File: src/rtl/param_password_lock.sv
// Parametrised password lock: edge-qualified entry, timed lockout after repeated failures,
// auto-relock from UNLOCKED, and password change allowed only while unlocked.
module param_password_lock #(
  parameter int unsigned      PWD_W          = 16,
  parameter logic [PWD_W-1:0] DEFAULT_PWD    = PWD_W'(1234),
  parameter int unsigned      MAX_ATTEMPTS   = 3,
  parameter int unsigned      LOCKOUT_CYCLES = 64,
  parameter int unsigned      RELOCK_CYCLES  = 32
) (
  input  logic                                clk,
  input  logic                                rst,
  input  logic [PWD_W-1:0]                    password_input,
  input  logic                                enter,
  input  logic                                reset_pwd,
  input  logic                                relock,
  output logic                                locked,
  output logic                                lockout,
  output logic [$clog2(MAX_ATTEMPTS+1)-1:0]   attempts_left,
  output logic                                fail,
  output logic                                pwd_changed
);

  localparam int unsigned AW   = $clog2(MAX_ATTEMPTS + 1);
  localparam int unsigned TMAX = (LOCKOUT_CYCLES > RELOCK_CYCLES) ? LOCKOUT_CYCLES : RELOCK_CYCLES;
  localparam int unsigned TW   = $clog2(TMAX + 1);

  typedef enum logic [1:0] {
    S_LOCKED   = 2'd0,
    S_UNLOCKED = 2'd1,
    S_LOCKOUT  = 2'd2
  } state_e;

  state_e           state_q, state_d;
  logic [PWD_W-1:0] pwd_q, pwd_d;
  logic [TW-1:0]    timer_q, timer_d;
  logic [AW-1:0]    att_q, att_d;
  logic             enter_prev_q, rp_prev_q;
  logic             locked_q, locked_d;
  logic             lockout_q, lockout_d;
  logic             fail_q, fail_d;
  logic             chg_q, chg_d;

  logic enter_evt, rp_evt, match;

  assign enter_evt = enter & ~enter_prev_q;
  assign rp_evt    = reset_pwd & ~rp_prev_q;
  assign match     = (password_input == pwd_q);

  // Next-state and next-output logic; the shared timer serves both lockout and relock.
  always_comb begin
    state_d = state_q;
    pwd_d   = pwd_q;
    timer_d = timer_q;
    att_d   = att_q;
    fail_d  = 1'b0;
    chg_d   = 1'b0;

    case (state_q)
      S_LOCKED: begin
        if (enter_evt) begin
          if (match) begin
            state_d = S_UNLOCKED;
            att_d   = AW'(MAX_ATTEMPTS);
            timer_d = TW'(RELOCK_CYCLES);
          end else begin
            fail_d = 1'b1;
            if (att_q <= AW'(1)) begin
              state_d = S_LOCKOUT;
              att_d   = '0;
              timer_d = TW'(LOCKOUT_CYCLES);
            end else begin
              att_d = att_q - AW'(1);
            end
          end
        end
      end

      S_LOCKOUT: begin
        if (timer_q <= TW'(1)) begin
          state_d = S_LOCKED;
          att_d   = AW'(MAX_ATTEMPTS);
          timer_d = '0;
        end else begin
          timer_d = timer_q - TW'(1);
        end
      end

      S_UNLOCKED: begin
        if (rp_evt) begin
          pwd_d   = password_input;
          chg_d   = 1'b1;
          state_d = S_LOCKED;
          timer_d = '0;
        end else if (relock) begin
          state_d = S_LOCKED;
          timer_d = '0;
        end else if (enter_evt && match) begin
          timer_d = TW'(RELOCK_CYCLES);
        end else if (RELOCK_CYCLES != 0) begin
          if (timer_q <= TW'(1)) begin
            state_d = S_LOCKED;
            timer_d = '0;
          end else begin
            timer_d = timer_q - TW'(1);
          end
        end
      end

      default: begin
        state_d = S_LOCKED;
        timer_d = '0;
        att_d   = AW'(MAX_ATTEMPTS);
      end
    endcase

    locked_d  = (state_d != S_UNLOCKED);
    lockout_d = (state_d == S_LOCKOUT);
  end

  always_ff @(posedge clk or posedge rst) begin
    if (rst) begin
      state_q      <= S_LOCKED;
      pwd_q        <= DEFAULT_PWD;
      timer_q      <= '0;
      att_q        <= AW'(MAX_ATTEMPTS);
      enter_prev_q <= 1'b0;
      rp_prev_q    <= 1'b0;
      locked_q     <= 1'b1;
      lockout_q    <= 1'b0;
      fail_q       <= 1'b0;
      chg_q        <= 1'b0;
    end else begin
      state_q      <= state_d;
      pwd_q        <= pwd_d;
      timer_q      <= timer_d;
      att_q        <= att_d;
      enter_prev_q <= enter;
      rp_prev_q    <= reset_pwd;
      locked_q     <= locked_d;
      lockout_q    <= lockout_d;
      fail_q       <= fail_d;
      chg_q        <= chg_d;
    end
  end

  assign locked        = locked_q;
  assign lockout       = lockout_q;
  assign attempts_left = att_q;
  assign fail          = fail_q;
  assign pwd_changed   = chg_q;

endmodule

File: config.mk
export PLATFORM = sky130hd
export DESIGN_NAME = param_password_lock
export DESIGN_NICKNAME = d
export VERILOG_FILES = /design/src/rtl/param_password_lock.sv
export SDC_FILE = /design/constraint.sdc
export NUM_CORES = 1
export LEC_CHECK = 0
export ABC_AREA = 1
export CORE_MARGIN = 3
export CORE_UTILIZATION = 50
export DETAILED_ROUTE_END_ITERATION = 16
export GPL_ROUTABILITY_DRIVEN = 1
export MAX_ROUTING_LAYER = met4
export PLACE_DENSITY_LB_ADDON = 0.2
export SYNTH_ARGS = -nofsm -noshare
export SYNTH_HDL_FRONTEND = slang
export SYNTH_SLANG_ARGS = --single-unit
File: constraint.sdc
create_clock -name clk -period 4 [get_ports clk]
set_input_delay 0.4 -clock clk [delete_from_list [all_inputs] [get_ports clk]]
set_output_delay 0.4 -clock clk [all_outputs]
set_load 0.01 [all_outputs]
==> results.sh, run 1 <==
export IMPL_outcome="completed"
export IMPL_cts_tree="built"
export IMPL_placement_rows=21
export IMPL_arrival_ps=2320
export IMPL_cts_buffers=5
export IMPL_min_period_over_period_pct=53.4
export IMPL_gp_congestion=0.839
export IMPL_route_met2_wl_mm=1.44
export IMPL_layout_nets=307
export IMPL_synth_xor_area_share_pct=3.33
export IMPL_final_cell_count_no_fill=331
export IMPL_fmax_mhz=468
export IMPL_postCtsSetupBuffers=0
export IMPL_ys_seq_elements=33
export IMPL_r2r_end="pwd_q[3]"
export IMPL_clk_pin_slew_ps=70
export IMPL_hold_end="fail"
export IMPL_r2r_cells=6
export IMPL_tns_ps=0
export IMPL_setup_worst_path_end_class="flop"
export IMPL_syn2layout_area_growth_pct=23.2
export IMPL_insertion_delay_ps=280
export IMPL_grt_start_max_net_pins=33
export IMPL_final_hold_violation_count=0
export IMPL_antenna_found_initial=0
export IMPL_fillCellCount=309
export IMPL_ys_seq_area_share_pct=45.4
export IMPL_slew_headroom_pct=28.0
export IMPL_firstDrtPassIters=4
export IMPL_min_period_ps=2140
export IMPL_slowest_stage="nor2_2"
export IMPL_worstMarginPinSlew_ps=1080
export IMPL_cts_num_sinks=33
export IMPL_portBuffers=26
export IMPL_cts_buffer_depth=2
export IMPL_num_vias=1527
export IMPL_htree_levels=2
export IMPL_synth_top_cells_by_area="dfrtp_1 34%, nand2_1 19%, dfstp_2 11%"
export IMPL_met3_length_um=162
export IMPL_syn_nets=276
export IMPL_avgSynthCellArea_um2=7.27
export IMPL_core_area_um2=3440
export IMPL_crit_chain="clkdlybuf4s50_1 > inv_1 > nor2_1 > inv_1 > nor2_2 > inv_1 > nand2_1 > nand2_1"
export IMPL_die_x_um=66.7
export IMPL_antenna_cells=0
export IMPL_grt_ovfl_total=0
export IMPL_hold_depth=1
export IMPL_drt_iter0_drc=70
export IMPL_grt_pass1_vias=1354
export IMPL_yosys_area_share_simple_pct=32.9
export IMPL_powerDensity_nw_per_um2=554
export IMPL_hold_start="enter_prev_q"
export IMPL_placed_cells=323
export IMPL_min_path_type="flop to flop"
export IMPL_path_max_fanout=32
export IMPL_die_height_um=66.7
export IMPL_critPathBufInv=4
export IMPL_r2r_slack_ps=2120
export IMPL_drive_gt1_share_pct=12.3
export IMPL_mostFrequentLayoutCells="94 x nand2_1, 41 x inv_1, 26 x clkdlybuf4s50_1, 25 x dfrtp_1, 21 x nor2_1"
export IMPL_holdBufCountCts=0
export IMPL_synth_fa_ha_area_share_pct=1.36
export IMPL_viasPerCell=4.61
export IMPL_ys_types=25
export IMPL_grt_pass1_wl_mm=5.58
export IMPL_final_common_cell="nand2_1"
export IMPL_ios=27
export IMPL_timing_rr_start="rp_prev_q"
export IMPL_synth_top_family_by_area="simple AND/OR/NAND/NOR gates"
export IMPL_slew_violations=0
export IMPL_p_leak_nw=1.17
export IMPL_dp_hpwl_mm=2.54
export IMPL_netlist_area_um2=1840
export IMPL_synth_top_area_share_pct=34.0
export IMPL_routedLengthMet1_mm=1.59
export IMPL_critPathKind="primary input to flop"
export IMPL_synth_compound_gate_area_share_pct=7.21
export IMPL_drc=0
export IMPL_cpLargestDelayFamily="simple AND/OR/NAND/NOR gates"
export IMPL_route_top_layer_used="met4"
export IMPL_yosysWarningCount=0
export IMPL_crit_top_cell="inv_1"
export IMPL_start_util_pct=53.4
export IMPL_synth_mux_area_share_pct=0
export IMPL_maxCapViolCount=0
export IMPL_root_buffer="clkbuf_8"
export IMPL_peakVddDrop_uv=332
export IMPL_max_stage_delay_ps=820
export IMPL_synth_cells=253
export IMPL_ctsResizeCount=0
export IMPL_finalSetupViolations=0
export IMPL_wl_per_cell_um=9.84
export IMPL_synth_top_area_cell="dfrtp_1"
export IMPL_rsz0062_at_grt="no"
export IMPL_grt_use_total_pct=17.2
export IMPL_drt_wl_total_mm=3.26
export IMPL_ant_nets=0
export IMPL_skew_ps=8.62
export IMPL_worstSetupStartpointType="primary input"
export IMPL_die_area_um2=4440
export IMPL_cp_required_ps=4180
[layer usage]
| metal | vias to the layer above | global-route usage [%] |
|---|---|---|
| li1 | 822 | - |
| met1 | 669 | 21.5 |
| met2 | 29 | 26.5 |
| met3 | 7 | 4.72 |
| met4 | 0 | 6.85 |
| met5 | - | - |
[report_power, final]
| part | internal (mW) | switching (mW) | total (mW) |
|---|---|---|---|
| logic | 0.204 | 0.258 | 0.462 |
| registers | 0.415 | 0.0593 | 0.475 |
| clock network | 0.203 | 0.117 | 0.320 |
[Yosys cell counts, drive strengths merged]
cell type / count
a21oi: 3
and2: 1
nor2: 25
dfstp: 8
o21ai: 19
inv: 44
nor3: 4
ha: 2
nand2: 100
o21bai: 1
buf: 3
nand3: 10
dfrtp: 25
nand4: 1
xnor2: 1
xor2: 6
[cell families after synthesis]
kind of cell             count (synthesis)
flip-flops                              33
AO/OA/AOI/OAI                           23
buffers and inverters                   47
XOR/XNOR                                 7
AND/OR/NAND/NOR                        141
adder cells (fa/ha/maj)                  2
[stage by stage]
stage	hold slack [ps]	util, %	setup slack, ps	total power [mW]	cell area (um^2)
after floorplan	427	-	2580	0.815	1840
after global routing	468	65.8	1620	1.36	2270
final	448	65.8	1860	1.26	2270
after global placement	439	62.5	1620	0.934	2150
after CTS	449	65.8	1840	1.27	2270
after detailed placement	440	62.5	1550	0.947	2150
[how the worst max path moves through the flow]
stage / from / end / slack (ps) / cells after the start
5_1_grt: reset_pwd / pwd_q[3] / 1620 / 8
3_3_place_gp: reset_pwd / pwd_q[3] / 1620 / 8
6_report: reset_pwd / pwd_q[3] / 1860 / 8
2_1_floorplan: pwd_q[10] / timer_q[2] / 2580 / 11
4_1_cts: reset_pwd / pwd_q[3] / 1840 / 8
3_5_place_dp: reset_pwd / pwd_q[3] / 1550 / 8
[cell type report]
class / instances / area (um^2) / share of cell area (%)
clock buffers: 7 / 86.3 / 3.81
clock inverters: 1 / 30.0 / 1.33
inverters: 44 / 165 / 7.29
multi-input cells: 173 / 823 / 36.3
flip-flops and latches: 33 / 836 / 36.9
well taps: 46 / 57.6 / 2.54
repair buffers: 27 / 268 / 11.8
[state kept, by name, indices dropped and copies added, names as in the netlist]
signal         cells
state_q            2
pwd_changed        1
enter_prev_q       1
attempts_left      2
rp_prev_q          1
lockout            1
pwd_q             16
locked             1
fail               1
timer_q            7
Note: power is estimated with default switching activity, not from simulation.
==> run 2: changes to the inputs <==
- clock period: 4 -> 2.2 ns (I/O delays scaled with it)
==> results.sh, run 2 (same netlist as run 1, synthesis figures left out) <==
export IMPL_outcome="completed"
export IMPL_root_buffer="clkbuf_8"
export IMPL_die_x_um=66.7
export IMPL_placed_cell_area_um2=2160
export IMPL_power_frac_comb_pct=36.8
export IMPL_finalSetupViolations=0
export IMPL_gp_congestion=0.837
export IMPL_path_max_fanout=8
export IMPL_syn2layout_area_growth_pct=24.2
export IMPL_r2r_slack_ps=630
export IMPL_cts_buffers=5
export IMPL_use_met2_pct=29.0
export IMPL_min_period_ps=1570
export IMPL_grt_ovfl_total=0
export IMPL_skew_ps=9.29
export IMPL_mostFrequentLayoutCells="94 x nand2_1, 41 x inv_1, 26 x clkdlybuf4s50_1, 25 x dfrtp_1, 21 x nor2_1"
export IMPL_finalInstanceArea_um2=2280
export IMPL_tns_ps=0
export IMPL_p_leak_nw=1.18
export IMPL_core_area_um2=3440
export IMPL_top_register="pwd_q"
export IMPL_grt_pass1_vias=1413
export IMPL_cts_tree="built"
export IMPL_grtUsageMet3_pct=3.71
export IMPL_drt_wl_total_mm=3.31
export IMPL_cp_required_ps=2370
export IMPL_cts_buffer_depth=2
export IMPL_num_vias=1532
export IMPL_p_sw_uw=795
export IMPL_reg_largest_list="pwd_q x16, timer_q x7"
export IMPL_postCtsSetupBuffers=0
export IMPL_dp_hpwl_mm=2.60
export IMPL_htree_levels=2
export IMPL_grt_use_total_pct=18.1
export IMPL_grt_busiest_layer="met2"
export IMPL_peakVddDrop_uv=516
export IMPL_maxCapViolCount=0
export IMPL_multi_input_area_um2=823
export IMPL_clk_pin_slew_ps=70
export IMPL_die_height_um=66.7
export IMPL_fmax_mhz=637
export IMPL_portBuffers=26
export IMPL_worstMarginPinSlew_ps=403
export IMPL_gr_usage_met1_pct=22.1
export IMPL_wl_per_cell_um=9.94
export IMPL_arrival_ps=1740
export IMPL_seq_power_share_pct=37.7
export IMPL_die_area_um2=4440
export IMPL_worstSetupStartpointType="flop"
export IMPL_rsz0062_at_grt="no"
export IMPL_slew_violations=0
export IMPL_viasPerCell=4.60
export IMPL_ctsResizeCount=0
export IMPL_antenna_found_initial=0
export IMPL_internal_power_mw=1.49
export IMPL_grt_start_max_net_pins=34
export IMPL_final_common_cell="nand2_1"
export IMPL_insertion_delay_ps=290
export IMPL_ff_latch_area_um2=836
export IMPL_grt_pass1_wl_mm=5.86
export IMPL_ios=27
export IMPL_setup_worst_path_end_class="flop"
export IMPL_drive_gt1_share_pct=13.2
export IMPL_holdBufCountCts=0
export IMPL_drt_iter0_drc=76
export IMPL_layout_nets=309
export IMPL_critPathKind="flop to flop"
export IMPL_firstDrtPassIters=4
export IMPL_cts_num_sinks=33
export IMPL_clkPwrFrac_pct=25.5
export IMPL_fillCellCount=313
export IMPL_powerDensity_nw_per_um2=1000
export IMPL_min_path_type="primary input to asynchronous set/reset pin"
export IMPL_ant_nets=0
export IMPL_final_hold_violation_count=0
export IMPL_largest_register_ffs=16
export IMPL_placement_rows=21
export IMPL_min_period_over_period_pct=71.4
export IMPL_start_util_pct=53.4
export IMPL_slew_headroom_pct=73.2
export IMPL_drc=0
export IMPL_swShare_pct=34.7
export IMPL_antenna_cells=0
[run 2: cell types whose count changed in the layout (fill, tap and decap cells not counted)]
cell	change
buf_4	+2
clkbuf_1	-1
clkinvlp_4	+1
[run 2: power by group through the flow]
stage,Sequential (mW),Combinational [mW],Clock (mW)
2_1_floorplan,0.866,0.617,0
3_3_place_gp,0.869,0.831,0
3_5_place_dp,0.873,0.850,0
4_1_cts,0.864,0.854,0.601
5_1_grt,0.881,0.982,0.625
6_report,0.863,0.842,0.585
[run 2: path summary, 6_finish.rpt]
path                                   start  cells past startpoint          to
worst max register to register     pwd_q[10]                     11  timer_q[2]
worst max-delay path               pwd_q[10]                     11  timer_q[2]
worst min-delay path                     rst                      3   pwd_q[14]
max in group asynchronous                rst                      3    pwd_q[6]
min in group clk                   reset_pwd                      1   rp_prev_q
worst min register to register  enter_prev_q                      1        fail
[run 2: through the flow]
| step | std cells | total power [mW] | utilization (%) | setup slack [ps] | hold WS (ps) |
|---|---|---|---|---|---|
| detailed placement | 325 | 1.72 | 62.9 | 382 | 449 |
| global placement | 325 | 1.70 | 62.9 | 409 | 440 |
| floorplan | 253 | 1.48 | - | 782 | 251 |
| CTS | 333 | 2.32 | 66.4 | 612 | 340 |
| global route | 333 | 2.49 | 66.4 | 414 | 381 |
| finish | 333 | 2.29 | 66.4 | 629 | 325 |
[run 2: cell type report]
type	count	share of cell area [%]
clock buffer	6	3.61
inverter	44	7.23
timing repair buffer	29	12.4
tap	46	2.52
multi-input combinational	173	36.0
sequential	33	36.6
clock inverter	2	1.64
[run 2: layer usage]
layer | share of wire, % | vias up
met5 | 0 | -
met4 | 1.5 | 0
met3 | 4.0 | 6
met2 | 48 | 22
met1 | 47 | 679
li1 | - | 825
[run 2: critical path: stages (launching register included)]
cell and delay (ps):
dfstp_2 540, inv_1 50, nand2_1 50, nand2_1 50, nor2_1 100, nand2_1 90, nor2_4 140, nand2_2 80
nand2_4 100, o21bai_4 100, nand2_1 80, nand3_1 70
